<file path="config.mk">
export PLATFORM = sky130hd
export DESIGN_NAME = mem_access_ctrl_flat
export DESIGN_NICKNAME = d
export VERILOG_FILES = /design/src/rtl/mem_access_ctrl_if.sv /design/src/rtl/mem_access_ctrl.sv /design/src/flat_wrapper.sv
export SDC_FILE = /design/constraint.sdc
export NUM_CORES = 1
export LEC_CHECK = 0
export CAP_MARGIN = 20
export CORE_MARGIN = 5
export CORE_UTILIZATION = 38
export DETAILED_ROUTE_END_ITERATION = 6
export GPL_TIMING_DRIVEN = 0
export PLACE_DENSITY = 0.85
export SLEW_MARGIN = 0
export SYNTH_ARGS = -nofsm -noshare
export SYNTH_HDL_FRONTEND = slang
export SYNTH_SLANG_ARGS = --single-unit
export TNS_END_PERCENT = 20
</file>
<file path="constraint.sdc">
create_clock -name clk -period 1.7 [get_ports clk]
set_input_delay 0.34 -clock clk [delete_from_list [all_inputs] [get_ports clk]]
set_output_delay 0.34 -clock clk [all_outputs]
set_load 0.03 [all_outputs]
</file>
<file path="src/rtl/mem_access_ctrl_if.sv">
// -----------------------------------------------------------------------------
// mem_access_ctrl_if
// Purpose : SRAM-like data port with request / address-accept / data-return
//           handshake, shared by the memory access controller and the memory.
// Signals : data_sram_req     request valid (held with stable fields until addr_ok)
//           data_sram_wr      1 = write, 0 = read
//           data_sram_size    0 = byte, 1 = half, 2 = word
//           data_sram_wstrb   byte strobes (0 on reads)
//           data_sram_addr    request address
//           data_sram_wdata   lane-replicated store data
//           data_sram_addr_ok memory accepted the request this cycle
//           data_sram_data_ok response valid this cycle
//           data_sram_rdata   read data, valid with data_ok
// Handshake: a request transfers on a cycle where req && addr_ok; exactly one
//           data_ok follows for it (possibly in the same cycle as addr_ok).
// Modports: master = controller side, slave = memory side.
// -----------------------------------------------------------------------------
interface mem_access_ctrl_if #(
    parameter int ADDR_W = 32,
    parameter int DATA_W = 32
);
    logic              data_sram_req;
    logic              data_sram_wr;
    logic [1:0]        data_sram_size;
    logic [3:0]        data_sram_wstrb;
    logic [ADDR_W-1:0] data_sram_addr;
    logic [DATA_W-1:0] data_sram_wdata;
    logic              data_sram_addr_ok;
    logic              data_sram_data_ok;
    logic [DATA_W-1:0] data_sram_rdata;

    modport master (
        output data_sram_req, data_sram_wr, data_sram_size, data_sram_wstrb,
               data_sram_addr, data_sram_wdata,
        input  data_sram_addr_ok, data_sram_data_ok, data_sram_rdata
    );

    modport slave (
        input  data_sram_req, data_sram_wr, data_sram_size, data_sram_wstrb,
               data_sram_addr, data_sram_wdata,
        output data_sram_addr_ok, data_sram_data_ok, data_sram_rdata
    );
endinterface

</file>
<file path="src/rtl/mem_access_ctrl.sv">
// -----------------------------------------------------------------------------
// mem_access_ctrl
// Purpose : Sequences loads/stores between the EX and ME pipeline stages over
//           the SRAM-like data port. Builds byte strobes and replicated store
//           data on the request side, aligns and extends load data on the
//           return side, and gives ME a ready signal so memory latency stalls
//           the pipeline.
// Ports   : clk, reset        clock, synchronous active-high reset
//           ex_*              access presented by EX (valid, mem_en, we, size,
//                             load_sext, addr, wdata)
//           ctrl_allowin      controller accepts a new access this cycle
//           sram              data port (mem_access_ctrl_if.master)
//           wb_allowin        WB stage accepts the ME result
//           me_ready_go       ME result complete
//           me_load_result    aligned, extended load data
//           mem_ale           misaligned-access flag (only with MEM_ALE_CHECK_EN)
//           dbg_state         FSM state (0 IDLE, 1 REQ, 2 WAIT, 3 DONE)
// Option  : `define MEM_ALE_CHECK_EN to trap misaligned half/word accesses.
//           Without it, misaligned accesses issue with truncated strobes.
// -----------------------------------------------------------------------------
module mem_access_ctrl #(
    parameter int ADDR_W = 32,
    parameter int DATA_W = 32
) (
    input  logic              clk,
    input  logic              reset,
    input  logic              ex_valid,
    input  logic              ex_mem_en,
    input  logic              ex_mem_we,
    input  logic [1:0]        ex_mem_size,
    input  logic              ex_load_sext,
    input  logic [ADDR_W-1:0] ex_addr,
    input  logic [DATA_W-1:0] ex_wdata,
    output logic              ctrl_allowin,
    mem_access_ctrl_if.master sram,
    input  logic              wb_allowin,
    output logic              me_ready_go,
    output logic [DATA_W-1:0] me_load_result,
    output logic              mem_ale,
    output logic [1:0]        dbg_state
);

    typedef enum logic [1:0] {
        S_IDLE = 2'd0,
        S_REQ  = 2'd1,
        S_WAIT = 2'd2,
        S_DONE = 2'd3
    } state_t;

    state_t state_q, state_d;

    logic [ADDR_W-1:0] addr_q;
    logic [1:0]        size_q;
    logic              we_q;
    logic              sext_q;
    logic [3:0]        wstrb_q;
    logic [DATA_W-1:0] wdata_q;
    logic [DATA_W-1:0] load_q;

    logic              accept;
    logic              mis_acc;
    logic              capture_rd;
    logic [3:0]        acc_wstrb;
    logic [DATA_W-1:0] acc_wdata;
    logic [DATA_W-1:0] rd_shift;
    logic [DATA_W-1:0] rd_aligned;

    assign accept = ex_valid && ex_mem_en && ctrl_allowin;

`ifdef MEM_ALE_CHECK_EN
    // Size 3 is treated as a word everywhere, so it is checked like one.
    assign mis_acc = ((ex_mem_size == 2'd1) && ex_addr[0]) ||
                     (ex_mem_size[1] && (ex_addr[1:0] != 2'd0));
`else
    assign mis_acc = 1'b0;
`endif

    // Read data is taken on data_ok in WAIT, or in REQ when addr_ok and
    // data_ok coincide. data_ok in IDLE/DONE belongs to nothing and is dropped.
    assign capture_rd = ((state_q == S_REQ) && sram.data_sram_addr_ok && sram.data_sram_data_ok) ||
                        ((state_q == S_WAIT) && sram.data_sram_data_ok);

    // Request-side strobes and lane replication from the presented access.
    // The 4-bit shift truncates strobes of misaligned halves on purpose.
    always_comb begin
        acc_wstrb = 4'hF;
        acc_wdata = ex_wdata;
        case (ex_mem_size)
            2'd0: begin
                acc_wstrb = 4'b0001 << ex_addr[1:0];
                acc_wdata = {4{ex_wdata[7:0]}};
            end
            2'd1: begin
                acc_wstrb = 4'b0011 << ex_addr[1:0];
                acc_wdata = {2{ex_wdata[15:0]}};
            end
            default: begin
                acc_wstrb = 4'hF;
                acc_wdata = ex_wdata;
            end
        endcase
        if (!ex_mem_we) begin
            acc_wstrb = 4'h0;
        end
    end

    // Return-side alignment: bring the addressed lane down to bit 0, then extend.
    always_comb begin
        rd_shift   = sram.data_sram_rdata >> {addr_q[1:0], 3'b000};
        rd_aligned = rd_shift;
        case (size_q)
            2'd0:    rd_aligned = {{24{sext_q & rd_shift[7]}},  rd_shift[7:0]};
            2'd1:    rd_aligned = {{16{sext_q & rd_shift[15]}}, rd_shift[15:0]};
            default: rd_aligned = rd_shift;
        endcase
    end

    // State register
    always_ff @(posedge clk) begin
        if (reset) begin
            state_q <= S_IDLE;
        end else begin
            state_q <= state_d;
        end
    end

    // Next-state logic
    always_comb begin
        state_d = state_q;
        case (state_q)
            S_IDLE: if (accept) state_d = mis_acc ? S_DONE : S_REQ;
            S_REQ:  if (sram.data_sram_addr_ok) state_d = sram.data_sram_data_ok ? S_DONE : S_WAIT;
            S_WAIT: if (sram.data_sram_data_ok) state_d = S_DONE;
            S_DONE: begin
                // accept in DONE already implies wb_allowin
                if (wb_allowin) state_d = accept ? (mis_acc ? S_DONE : S_REQ) : S_IDLE;
            end
            default: state_d = S_IDLE;
        endcase
    end

    // Output logic
    always_comb begin
        ctrl_allowin         = (state_q == S_IDLE) || ((state_q == S_DONE) && wb_allowin);
        me_ready_go          = (state_q == S_DONE) ||
                               ((state_q == S_IDLE) && ex_valid && !ex_mem_en);
        sram.data_sram_req   = (state_q == S_REQ);
        sram.data_sram_wr    = we_q;
        sram.data_sram_size  = size_q;
        sram.data_sram_wstrb = wstrb_q;
        sram.data_sram_addr  = addr_q;
        sram.data_sram_wdata = wdata_q;
        me_load_result       = load_q;
        dbg_state            = state_q;
    end

    // Request fields and load result
    always_ff @(posedge clk) begin
        if (reset) begin
            addr_q  <= '0;
            size_q  <= 2'd0;
            we_q    <= 1'b0;
            sext_q  <= 1'b0;
            wstrb_q <= 4'h0;
            wdata_q <= '0;
            load_q  <= '0;
        end else begin
            if (accept) begin
                addr_q  <= ex_addr;
                size_q  <= ex_mem_size;
                we_q    <= ex_mem_we;
                sext_q  <= ex_load_sext;
                wstrb_q <= acc_wstrb;
                wdata_q <= acc_wdata;
            end
            if (capture_rd && !we_q) begin
                load_q <= rd_aligned;
            end
        end
    end

`ifdef MEM_ALE_CHECK_EN
    logic ale_q;

    // Set by a misaligned acceptance, cleared when DONE is left.
    always_ff @(posedge clk) begin
        if (reset) begin
            ale_q <= 1'b0;
        end else if (accept) begin
            ale_q <= mis_acc;
        end else if ((state_q == S_DONE) && wb_allowin) begin
            ale_q <= 1'b0;
        end
    end

    assign mem_ale = ale_q;
`else
    assign mem_ale = 1'b0;
`endif

endmodule

</file>
<file path="src/flat_wrapper.sv">
// flat-port wrapper written by rule: the top's interface ports become plain ports
module mem_access_ctrl_flat 
#(
    parameter int ADDR_W = 32,
    parameter int DATA_W = 32
)
  (clk, reset, ex_valid, ex_mem_en, ex_mem_we, ex_mem_size, ex_load_sext, ex_addr, ex_wdata, ctrl_allowin, wb_allowin, me_ready_go, me_load_result, mem_ale, dbg_state, sram_data_sram_req, sram_data_sram_wr, sram_data_sram_size, sram_data_sram_wstrb, sram_data_sram_addr, sram_data_sram_wdata, sram_data_sram_addr_ok, sram_data_sram_data_ok, sram_data_sram_rdata);
  mem_access_ctrl_if #(.ADDR_W(ADDR_W), .DATA_W(DATA_W)) sram_i ();
  input  logic clk;
  input  logic reset;
  input  logic ex_valid;
  input  logic ex_mem_en;
  input  logic ex_mem_we;
  input  logic [1:0] ex_mem_size;
  input  logic ex_load_sext;
  input  logic [ADDR_W-1:0] ex_addr;
  input  logic [DATA_W-1:0] ex_wdata;
  output logic ctrl_allowin;
  input  logic wb_allowin;
  output logic me_ready_go;
  output logic [DATA_W-1:0] me_load_result;
  output logic mem_ale;
  output logic [1:0] dbg_state;
  output wire logic [$bits(sram_i.data_sram_req)-1:0] sram_data_sram_req;
  output wire logic [$bits(sram_i.data_sram_wr)-1:0] sram_data_sram_wr;
  output wire logic [$bits(sram_i.data_sram_size)-1:0] sram_data_sram_size;
  output wire logic [$bits(sram_i.data_sram_wstrb)-1:0] sram_data_sram_wstrb;
  output wire logic [$bits(sram_i.data_sram_addr)-1:0] sram_data_sram_addr;
  output wire logic [$bits(sram_i.data_sram_wdata)-1:0] sram_data_sram_wdata;
  input wire logic [$bits(sram_i.data_sram_addr_ok)-1:0] sram_data_sram_addr_ok;
  input wire logic [$bits(sram_i.data_sram_data_ok)-1:0] sram_data_sram_data_ok;
  input wire logic [$bits(sram_i.data_sram_rdata)-1:0] sram_data_sram_rdata;
  assign sram_data_sram_req = sram_i.data_sram_req;
  assign sram_data_sram_wr = sram_i.data_sram_wr;
  assign sram_data_sram_size = sram_i.data_sram_size;
  assign sram_data_sram_wstrb = sram_i.data_sram_wstrb;
  assign sram_data_sram_addr = sram_i.data_sram_addr;
  assign sram_data_sram_wdata = sram_i.data_sram_wdata;
  assign sram_i.data_sram_addr_ok = sram_data_sram_addr_ok;
  assign sram_i.data_sram_data_ok = sram_data_sram_data_ok;
  assign sram_i.data_sram_rdata = sram_data_sram_rdata;
  mem_access_ctrl #(.ADDR_W(ADDR_W), .DATA_W(DATA_W)) u_core (.clk(clk), .reset(reset), .ex_valid(ex_valid), .ex_mem_en(ex_mem_en), .ex_mem_we(ex_mem_we), .ex_mem_size(ex_mem_size), .ex_load_sext(ex_load_sext), .ex_addr(ex_addr), .ex_wdata(ex_wdata), .ctrl_allowin(ctrl_allowin), .sram(sram_i), .wb_allowin(wb_allowin), .me_ready_go(me_ready_go), .me_load_result(me_load_result), .mem_ale(mem_ale), .dbg_state(dbg_state));
endmodule
</file>
==> results.json, run 1 <==
{
  "crit_type": "reg -> reg",
  "cts_buffer_depth": 2,
  "synth_fp_nets": 708,
  "p_leak_nw": 3.189,
  "post-place-ws_ps": -519.5,
  "wirelength_um": 17340,
  "ys_top_cells_by_area": "dfxtp_1 (44%), nand2_1 (12%), a21oi_1 (6.6%), mux2i_1 (5.8%), nor2_1 (4.3%)",
  "status": "complete, but fails checks",
  "root_buffer": "clkbuf_16",
  "maxSlewHeadroom_pct": 52.50,
  "clkTransAtPathRegs_ps": 70,
  "cts_max_level": 3,
  "tightest_slew_ps": 712.5,
  "p_per_area_nw_per_um2": 1275,
  "fin_skew_ps": 8.628,
  "violations": "negative setup slack",
  "cp_data_required_time_ps": 1900,
  "grtUsageTotal_pct": 22.31,
  "seq_area_frac_synth_pct": 43.62,
  "drive_gt1_share_pct": 12.85,
  "io_pins": 216,
  "cap_viol_max_count": 0,
  "worst_slack_ps": -145.0,
  "coreArea_um2": 12570,
  "min_to": "u_core.sram.data_sram_wdata[11]",
  "grt_pass1_vias": 4956,
  "vias_per_cell": 5.057,
  "worstRegToRegCells": 8,
  "fin_crit_ps": 1845,
  "synthToLayoutAreaGrowth_pct": 57.23,
  "ir_worst_vdd_uv": 632.0,
  "design.die.area_um2": 15160,
  "fillers": 1187,
  "grt_max_degree": 18,
  "reg2reg_to": "u_core.me_load_result[29]",
  "finalHoldViolCount": 0,
  "timing.rr.start": "u_core.dbg_state[0]",
  "synth.distinct_cells": 36,
  "crit_slowest_cell": "dfxtp_4",
  "ant_nets": 0,
  "die_w_um": 123.1,
  "clk_latency_ps": 350,
  "netlist.area_leader.share_pct": 43.62,
  "grt_overflow": 0,
  "place_congestion": 0.8877,
  "crit_top_cell": "buf_6",
  "final_util_pct": 60.86,
  "hp-start": "ex_mem_size[1]",
  "first_pass_iters": 5,
  "cp-start-kind": "flop",
  "finalMaxSlewViolations": 0,
  "rsz0062_at_grt": "yes",
  "wl_per_cell_um": 17.26,
  "postPlaceCellArea_um2": 7246,
  "fmax_ghz": 0.5420,
  "nets": 940,
  "finalInstanceArea_um2": 7649,
  "cts_tree": "built",
  "reg2reg_slack_ps": -150,
  "cp_max_fo": 5,
  "crit_family": "buffers and inverters",
  "pwr-share-clk_pct": 23.5,
  "cp-end-kind": "flop",
  "ys_ff_latch": 106,
  "min_period_over_period_pct": 108.5,
  "routed-via-count": 5082,
  "dp_hpwl_um": 13250,
  "path_buf_inv": 3,
  "drc": 0,
  "cpPeakStageDelay_ps": 380,
  "netlist_instances": 596,
  "grt_pass1_wl_um": 26320,
  "hold_depth": 3,
  "layout_common_cells": "nand2_1 (158), clkdlybuf4s50_1 (104), dlygate4sd2_1 (104), dfxtp_1 (104), a21oi_1 (62)",
  "final_common_cell": "nand2_1",
  "worstPathCellList": "buf_12 > ha_4 > a21oi_4 > or3b_1 > buf_6 > a31oi_4 > buf_6 > a211oi_2",
  "netlist_area_um2": 4865,
  "yosys.area.top_type": "dfxtp_1",
  "worstHoldPathType": "in -> reg",
  "ctsHoldBuffers": 0,
  "antenna_found_initial": 0,
  "comb_power_share_pct": 43.9,
  "setup-violations-final": 35,
  "p_sw_share_pct": 39.04,
  "portBuffers": 212,
  "internal_power_mw": 5.945,
  "cts_buffers": 9,
  "netSwitchingPower_mw": 3.808,
  "ys_warn_count": 0,
  "drt_iter0_drc": 270,
  "die_y_um": 123.1,
  "rows": 41,
  "cts.sinks": 106,
  "num_antenna_cells": 0,
  "initial_core_util_pct": 38.71,
  "seq_power_share_pct": 32.7,
  "avgSynthCellArea_um2": 8.162,
  "arrival_ps": 2050
}
==> registers in the layout, summed over array words and instances (netlist names) <==
name	flops
u_core.sram.data_sram_addr	32
u_core.sram.data_sram_wr	1
u_core.dbg_state	2
u_core.sram.data_sram_size	2
u_core.sram.data_sram_wdata	32
u_core.sext_q	1
u_core.me_load_result	32
u_core.sram.data_sram_wstrb	4
==> cells by family after synthesis <==
group,synth area share [%]
AND/OR/NAND/NOR,19.91
AO/OA/AOI/OAI,20.81
flip-flops,43.62
buffers and inverters,5.067
multiplexers,9.234
adder cells (fa/ha/maj),1.286
other,0.07709
==> worst reg2reg max path, cell delays in order (launching register included) <==
cell      delay [ps]
dfxtp_4          380
buf_12           110
ha_4             140
a21oi_4           60
or3b_1           360
buf_6            140
a31oi_4          260
buf_6            180
a211oi_2          60
==> cell usage after synthesis (all sizes together) <==
master	n
mux2	15
ha	5
nand3	3
or3b	1
a311oi	10
a22oi	2
clkbuf	26
o21bai	1
a2111oi	1
a211oi	35
nor2b	7
nand3b	1
nor2	56
o21ai	25
and2b	1
nand2	158
nand2b	2
and2	7
a31oi	2
a21oi	64
o211ai	8
conb	1
dfxtp	106
inv	6
nor3b	1
or2	1
mux2i	28
a31o	1
buf	22
==> layout make-up <==
cell class	count	area, um2	share of cell area (%)
clock inverters	6	87.58	1.145
multi-input cells	436	2604	34.04
well taps	172	215.2	2.814
plain buffers	48	270.3	3.533
clock buffers	10	239.0	3.124
inverters	6	25.02	0.3272
repair buffers	221	2078	27.17
flip-flops and latches	106	2130	27.84
==> power by group through the flow <==
stage | Combinational (mW) | Sequential (mW) | Clock, mW
global placement | 4.15 | 3.24 | 0
detailed placement | 4.20 | 3.26 | 0
CTS | 4.21 | 3.19 | 2.34
global route | 4.57 | 3.25 | 2.44
floorplan | 1.68 | 4.08 | 0
finish | 4.28 | 3.19 | 2.29
==> worst max path at each step <==
stage	startpoint	endpoint	slack (ps)	cells past startpoint
2_1_floorplan	u_core.dbg_state[1]	u_core.me_load_result[24]	-120	8
3_3_place_gp	sram_data_sram_addr_ok	u_core.me_load_result[3]	-480	6
3_5_place_dp	ex_valid	u_core.sram.data_sram_wstrb[0]	-520	6
4_1_cts	u_core.dbg_state[0]	u_core.me_load_result[16]	-130	8
5_1_grt	u_core.dbg_state[0]	u_core.me_load_result[25]	-190	8
6_report	u_core.dbg_state[0]	u_core.me_load_result[29]	-150	8
==> metal layers <==
layer | vias to the layer above | track usage (%) | wire length [um]
li1 | 2489 | - | -
met1 | 2367 | 25.79 | 6774
met2 | 205 | 38.67 | 8554
met3 | 21 | 7.685 | 1679
met4 | 0 | 7.128 | 335
met5 | - | 0 | 0
==> per-stage QoR <==
stage,hold slack (ps),setup TNS (ps),total power [mW],cells
after floorplan,476.0,-1542,5.759,596
after global placement,438.0,-39470,7.381,980
after detailed placement,443.2,-43580,7.462,980
after CTS,424.2,-2376,9.742,1003
after global routing,471.2,-7081,10.26,1005
final,442.0,-2952,9.753,1005
==> what timing repair did <==
action | CTS | global route
pin swaps | 2 | 2
gates resized for setup | 148 | 10
setup buffers | 6 | 2
setup endpoints to repair | 212 | 90
cloned | 1 | 0
No activity file was read; power rests on OpenSTA's default activity.
==> run 2: changes to the inputs <==
--- a/config.mk
+++ b/config.mk
@@ -7,10 +7,10 @@
 export LEC_CHECK = 0
 export CAP_MARGIN = 20
 export CORE_MARGIN = 5
-export CORE_UTILIZATION = 38
+export CORE_UTILIZATION = 45
 export DETAILED_ROUTE_END_ITERATION = 6
 export GPL_TIMING_DRIVEN = 0
-export PLACE_DENSITY = 0.85
+export PLACE_DENSITY = 0.93
 export SLEW_MARGIN = 0
 export SYNTH_ARGS = -nofsm -noshare
 export SYNTH_HDL_FRONTEND = slang
==> constraint.sdc (replaced) <==
create_clock -name clk -period 2.3 [get_ports clk]
set_input_delay 0.46 -clock clk [delete_from_list [all_inputs] [get_ports clk]]
set_output_delay 0.46 -clock clk [all_outputs]
set_load 0.03 [all_outputs]
==> results.json, run 2 (synthesis results as in run 1) <==
{
  "worstPathCellList": "inv_1 > ha_1 > clkdlybuf4s50_1",
  "finalHoldViolCount": 0,
  "grt_pass1_wl_um": 25180,
  "cp-start-kind": "flop",
  "tightest_slew_ps": 639.8,
  "holdWs_ps": 457.9,
  "rsz0062_at_grt": "no",
  "crit_slowest_cell": "clkdlybuf4s50_1",
  "crit_family": "buffers and inverters",
  "clkTransAtPathRegs_ps": 100,
  "cts_buffers": 9,
  "synthToLayoutAreaGrowth_pct": 51.59,
  "num_antenna_cells": 0,
  "worst_slack_ps": 79.17,
  "drive_gt1_share_pct": 8.859,
  "antenna_found_initial": 0,
  "startpoint": "u_core.dbg_state[1]",
  "crit_type": "reg -> out",
  "cpPeakStageDelay_ps": 720,
  "maxSlewHeadroom_pct": 57.34,
  "ctsHoldBuffers": 0,
  "initial_core_util_pct": 45.47,
  "io_pins": 216,
  "root_buffer": "clkbuf_8",
  "layout_common_cells": "clkdlybuf4s50_1 (210), nand2_1 (158), dfxtp_1 (104), a21oi_1 (63), nor2_1 (56)",
  "grt_max_degree": 19,
  "routed-via-count": 5091,
  "postPlaceCellArea_um2": 7162,
  "place_congestion": 0.8880,
  "seq_area_um2": 2125,
  "path_buf_inv": 2,
  "die_w_um": 114.0,
  "cts_tree": "built",
  "p_leak_nw": 2.578,
  "fmax_ghz": 0.4503,
  "cp_max_fo": 5,
  "wl_per_cell_um": 16.82,
  "fin_crit_ps": 2221,
  "multi_input_area_um2": 2500,
  "ant_nets": 0,
  "grt_overflow": 0,
  "timing.rr.start": "u_core.dbg_state[1]",
  "portBuffers": 212,
  "cp_data_required_time_ps": 1840,
  "cap_viol_max_count": 0,
  "post-place-ws_ps": -70.06,
  "min_period_over_period_pct": 96.56,
  "die_y_um": 114.0,
  "arrival_ps": 1760,
  "wirelength_um": 16210,
  "worstRegToRegCells": 7,
  "post_cts_buffers": 0,
  "nets": 931,
  "cts_max_level": 3,
  "p_per_area_nw_per_um2": 894.4,
  "design.die.area_um2": 12990,
  "ir_worst_vdd_uv": 499.6,
  "coreArea_um2": 10700,
  "dp_hpwl_um": 12530,
  "finalInstanceArea_um2": 7375,
  "crit_cells": 3,
  "fillers": 849,
  "rows": 38,
  "cts.sinks": 106,
  "cp-end-kind": "primary output",
  "worstHoldPathType": "reg -> reg",
  "status": "complete, no violations",
  "drc": 0,
  "reg2reg_slack_ps": 190,
  "grt_pass1_vias": 4972,
  "first_pass_iters": 5,
  "reg2reg_to": "u_core.me_load_result[3]",
  "hold_depth": 2,
  "finalMaxSlewViolations": 0,
  "drt_iter0_drc": 401,
  "cts_buffer_depth": 2,
  "clk_latency_ps": 360,
  "fin_skew_ps": 9.753,
  "grtUsageTotal_pct": 24.12,
  "endpoint": "sram_data_sram_req",
  "setup-violations-final": 0,
  "vias_per_cell": 5.281,
  "final_common_cell": "clkdlybuf4s50_1"
}
## run 2: changes by cell type in the layout (fill, tap and decap cells not counted), moves of 8 or more
| cell | change |
|---|---|
| clkdlybuf4s50_1 | +106 |
| dlygate4sd2_1 | -102 |
| buf_4 | -12 |
| clkbuf_16 | -9 |
| clkbuf_8 | +9 |
| buf_2 | +8 |
| clkbuf_1 | +8 |
## run 2: per-layer routing
metal	wire length (um)	share of wire [%]	vias to the layer above	track usage (%)
met5	0	0	-	0
met4	438	2.7	0	9.184
met3	1623	10	37	7.268
met2	7750	48	232	41.06
met1	6402	39	2354	28.52
li1	-	-	2468	-
## run 2: area by class of cell
type / count / share of cell area, %
plain buffers: 48 / 3.037
clock buffers: 10 / 1.866
clock inverters: 6 / 0.9671
inverters: 6 / 0.3054
multi-input cells: 436 / 33.90
flip-flops and latches: 106 / 28.81
well taps: 140 / 2.375
repair buffers: 212 / 28.74
## run 2: what timing repair did
item | 4_1_cts | 5_1_grt
pin swaps | 0 | 0
setup endpoints to repair | 2 | 4
gates resized for setup | 3 | 2
## run 2: worst register-to-register path, stage by stage, from the launching register on
cell	delay, ps
dfxtp_2	360
inv_1	100
ha_1	230
a21oi_1	120
nor3b_2	380
clkbuf_1	450
o211ai_1	240
a21oi_1	170
## run 2: report_power, final
part / internal, mW / switching, mW / leakage [nW] / total, mW
sequential: 2.16 / 0.184 / 0.865 / 2.35
combinational: 1.23 / 1.80 / 1.61 / 3.03
clock: 0.548 / 0.668 / 0.105 / 1.22
## run 2: how the worst min path moves through the flow
stage	start	end	slack [ps]
after floorplan	u_core.sext_q	u_core.sext_q	480
after global placement	u_core.sram.data_sram_wstrb[0]	u_core.sram.data_sram_wstrb[0]	440
after detailed placement	u_core.sram.data_sram_wstrb[0]	u_core.sram.data_sram_wstrb[0]	450
after CTS	u_core.sram.data_sram_wdata[24]	u_core.sram.data_sram_wdata[24]	460
after global routing	u_core.sram.data_sram_wstrb[2]	u_core.sram.data_sram_wstrb[2]	480
final	u_core.sram.data_sram_wdata[25]	u_core.sram.data_sram_wdata[25]	460
## run 2: metrics by stage
| step | setup TNS [ps] | cells | power [mW] | utilization (%) |
|---|---|---|---|---|
| after floorplan | 0 | 596 | 4.188 | - |
| after global placement | -576.8 | 948 | 5.369 | 66.95 |
| after detailed placement | -1048 | 948 | 5.423 | 66.95 |
| after CTS | 0 | 964 | 6.627 | 68.91 |
| after global routing | 0 | 964 | 6.959 | 68.94 |
| final | 0 | 964 | 6.596 | 68.94 |
==> run 3: changes to the inputs <==
--- a/config.mk
+++ b/config.mk
@@ -5,7 +5,6 @@
 export SDC_FILE = /design/constraint.sdc
 export NUM_CORES = 1
 export LEC_CHECK = 0
-export CAP_MARGIN = 20
 export CORE_MARGIN = 5
 export CORE_UTILIZATION = 45
 export DETAILED_ROUTE_END_ITERATION = 6
==> constraint.sdc (replaced) <==
create_clock -name clk -period 2.8 [get_ports clk]
set_input_delay 0.56 -clock clk [delete_from_list [all_inputs] [get_ports clk]]
set_output_delay 0.56 -clock clk [all_outputs]
set_load 0.03 [all_outputs]
==> results.json, run 3 (synthesis results as in run 1) <==
{
  "clkTransAtPathRegs_ps": 100,
  "finalMaxSlewViolations": 0,
  "cts_tree": "built",
  "cts_buffer_depth": 2,
  "routed-via-count": 5100,
  "fmax_ghz": 0.3841,
  "cp_max_fo": 5,
  "p_sw_share_pct": 40.15,
  "place_congestion": 0.8880,
  "tightest_slew_ps": 640.6,
  "rsz0062_at_grt": "no",
  "first_pass_iters": 5,
  "rows": 38,
  "crit_type": "reg -> out",
  "fin_crit_ps": 2603,
  "arrival_ps": 2040,
  "min_period_over_period_pct": 92.97,
  "nets": 931,
  "cp-end-kind": "primary output",
  "grt_overflow": 0,
  "crit_family": "buffers and inverters",
  "setup-violations-final": 0,
  "wl_per_cell_um": 16.82,
  "seq_power_share_pct": 35.5,
  "multi_input_area_um2": 2500,
  "crit_slowest_cell": "clkdlybuf4s50_1",
  "ant_nets": 0,
  "pwr-share-clk_pct": 18.4,
  "internal_power_mw": 3.246,
  "antenna_found_initial": 0,
  "cts_buffers": 9,
  "portBuffers": 212,
  "root_buffer": "clkbuf_8",
  "crit_cells": 5,
  "netSwitchingPower_mw": 2.178,
  "grt_pass1_vias": 4970,
  "layout_common_cells": "clkdlybuf4s50_1 (212), nand2_1 (158), dfxtp_1 (106), a21oi_1 (63), nor2_1 (56)",
  "worstRegToRegCells": 7,
  "postPlaceCellArea_um2": 7162,
  "crit_top_cell": "inv_1",
  "cpPeakStageDelay_ps": 610,
  "synthToLayoutAreaGrowth_pct": 51.59,
  "grtUsageTotal_pct": 24.12,
  "fillers": 848,
  "ctsHoldBuffers": 0,
  "p_leak_nw": 2.573,
  "cp_data_required_time_ps": 2240,
  "final_common_cell": "clkdlybuf4s50_1",
  "finalInstanceArea_um2": 7375,
  "maxSlewHeadroom_pct": 57.29,
  "grt_max_degree": 19,
  "tns_ps": 0,
  "grt_pass1_wl_um": 25170,
  "die_y_um": 114.0,
  "status": "complete, no violations",
  "ir_worst_vdd_uv": 410.2,
  "drc": 0,
  "path_buf_inv": 3,
  "design.die.area_um2": 12990,
  "finalHoldViolCount": 0,
  "seq_area_um2": 2122,
  "drive_gt1_share_pct": 8.617,
  "post_cts_buffers": 0,
  "io_pins": 216,
  "cap_viol_max_count": 0,
  "cts_max_level": 3,
  "p_per_area_nw_per_um2": 735.5,
  "clk_latency_ps": 360,
  "cp-start-kind": "flop",
  "die_w_um": 114.0,
  "coreArea_um2": 10700,
  "hold_depth": 2,
  "wirelength_um": 16210,
  "initial_core_util_pct": 45.47,
  "cts.sinks": 106,
  "vias_per_cell": 5.290,
  "comb_power_share_pct": 46.1,
  "worstPathCellList": "inv_1 > ha_1 > a21oi_2 > inv_1 > clkdlybuf4s50_1",
  "worstHoldPathType": "reg -> reg",
  "num_antenna_cells": 0,
  "holdWs_ps": 457.9,
  "fin_skew_ps": 9.673,
  "finalPower_mw": 5.424,
  "drt_iter0_drc": 417,
  "dp_hpwl_um": 12530
}
run 3: path summary, 6_finish.rpt:
check                                                     start                              end  slack (ps)
worst max-delay path                        u_core.dbg_state[0]                     ctrl_allowin         200
worst min-delay path            u_core.sram.data_sram_wdata[25]  u_core.sram.data_sram_wdata[25]         460
worst max register to register              u_core.dbg_state[1]         u_core.me_load_result[3]         670
worst min register to register  u_core.sram.data_sram_wdata[25]  u_core.sram.data_sram_wdata[25]         460
run 3: layout make-up:
class | instances | area share, %
Timing Repair Buffer | 212 | 28.78
Multi-Input combinational cell | 436 | 33.90
Clock buffer | 10 | 1.866
Inverter | 6 | 0.3054
Sequential cell | 106 | 28.78
Buffer | 48 | 3.037
Tap cell | 140 | 2.375
Clock inverter | 6 | 0.9671
run 3: what timing repair did:
item,in CTS,in global routing
hold endpoints to repair,0,0
setup endpoints to repair,0,1
gates resized for setup,0,1
run 3: power by group through the flow:
stage	clock, mW	combinational, mW	sequential, mW
after floorplan	0	0.981	2.46
after global placement	0	2.46	1.95
after detailed placement	0	2.50	1.96
after CTS	1.02	2.51	1.92
after global routing	1.08	2.68	1.96
final	0.998	2.50	1.92
run 3: layer usage:
metal,global-route usage (%),part of all wire [%]
met1,28.49,39
met2,41.10,48
met3,7.268,10
met4,9.184,2.7
met5,0,0
run 3: tightest hold or removal path: stages, from the launching register on:
cell,delay (ps)
dfxtp_1,320
nand2_1,50
a21oi_1,50
run 3: per-stage QoR:
stage                     cells  utilization [%]  setup WS [ps]
after floorplan             596                -          542.0
after global placement      948            66.95          257.4
after detailed placement    948            66.95          245.0
after CTS                   964            68.90          78.66
after global routing        964            68.94          63.38
final                       964            68.94          196.8
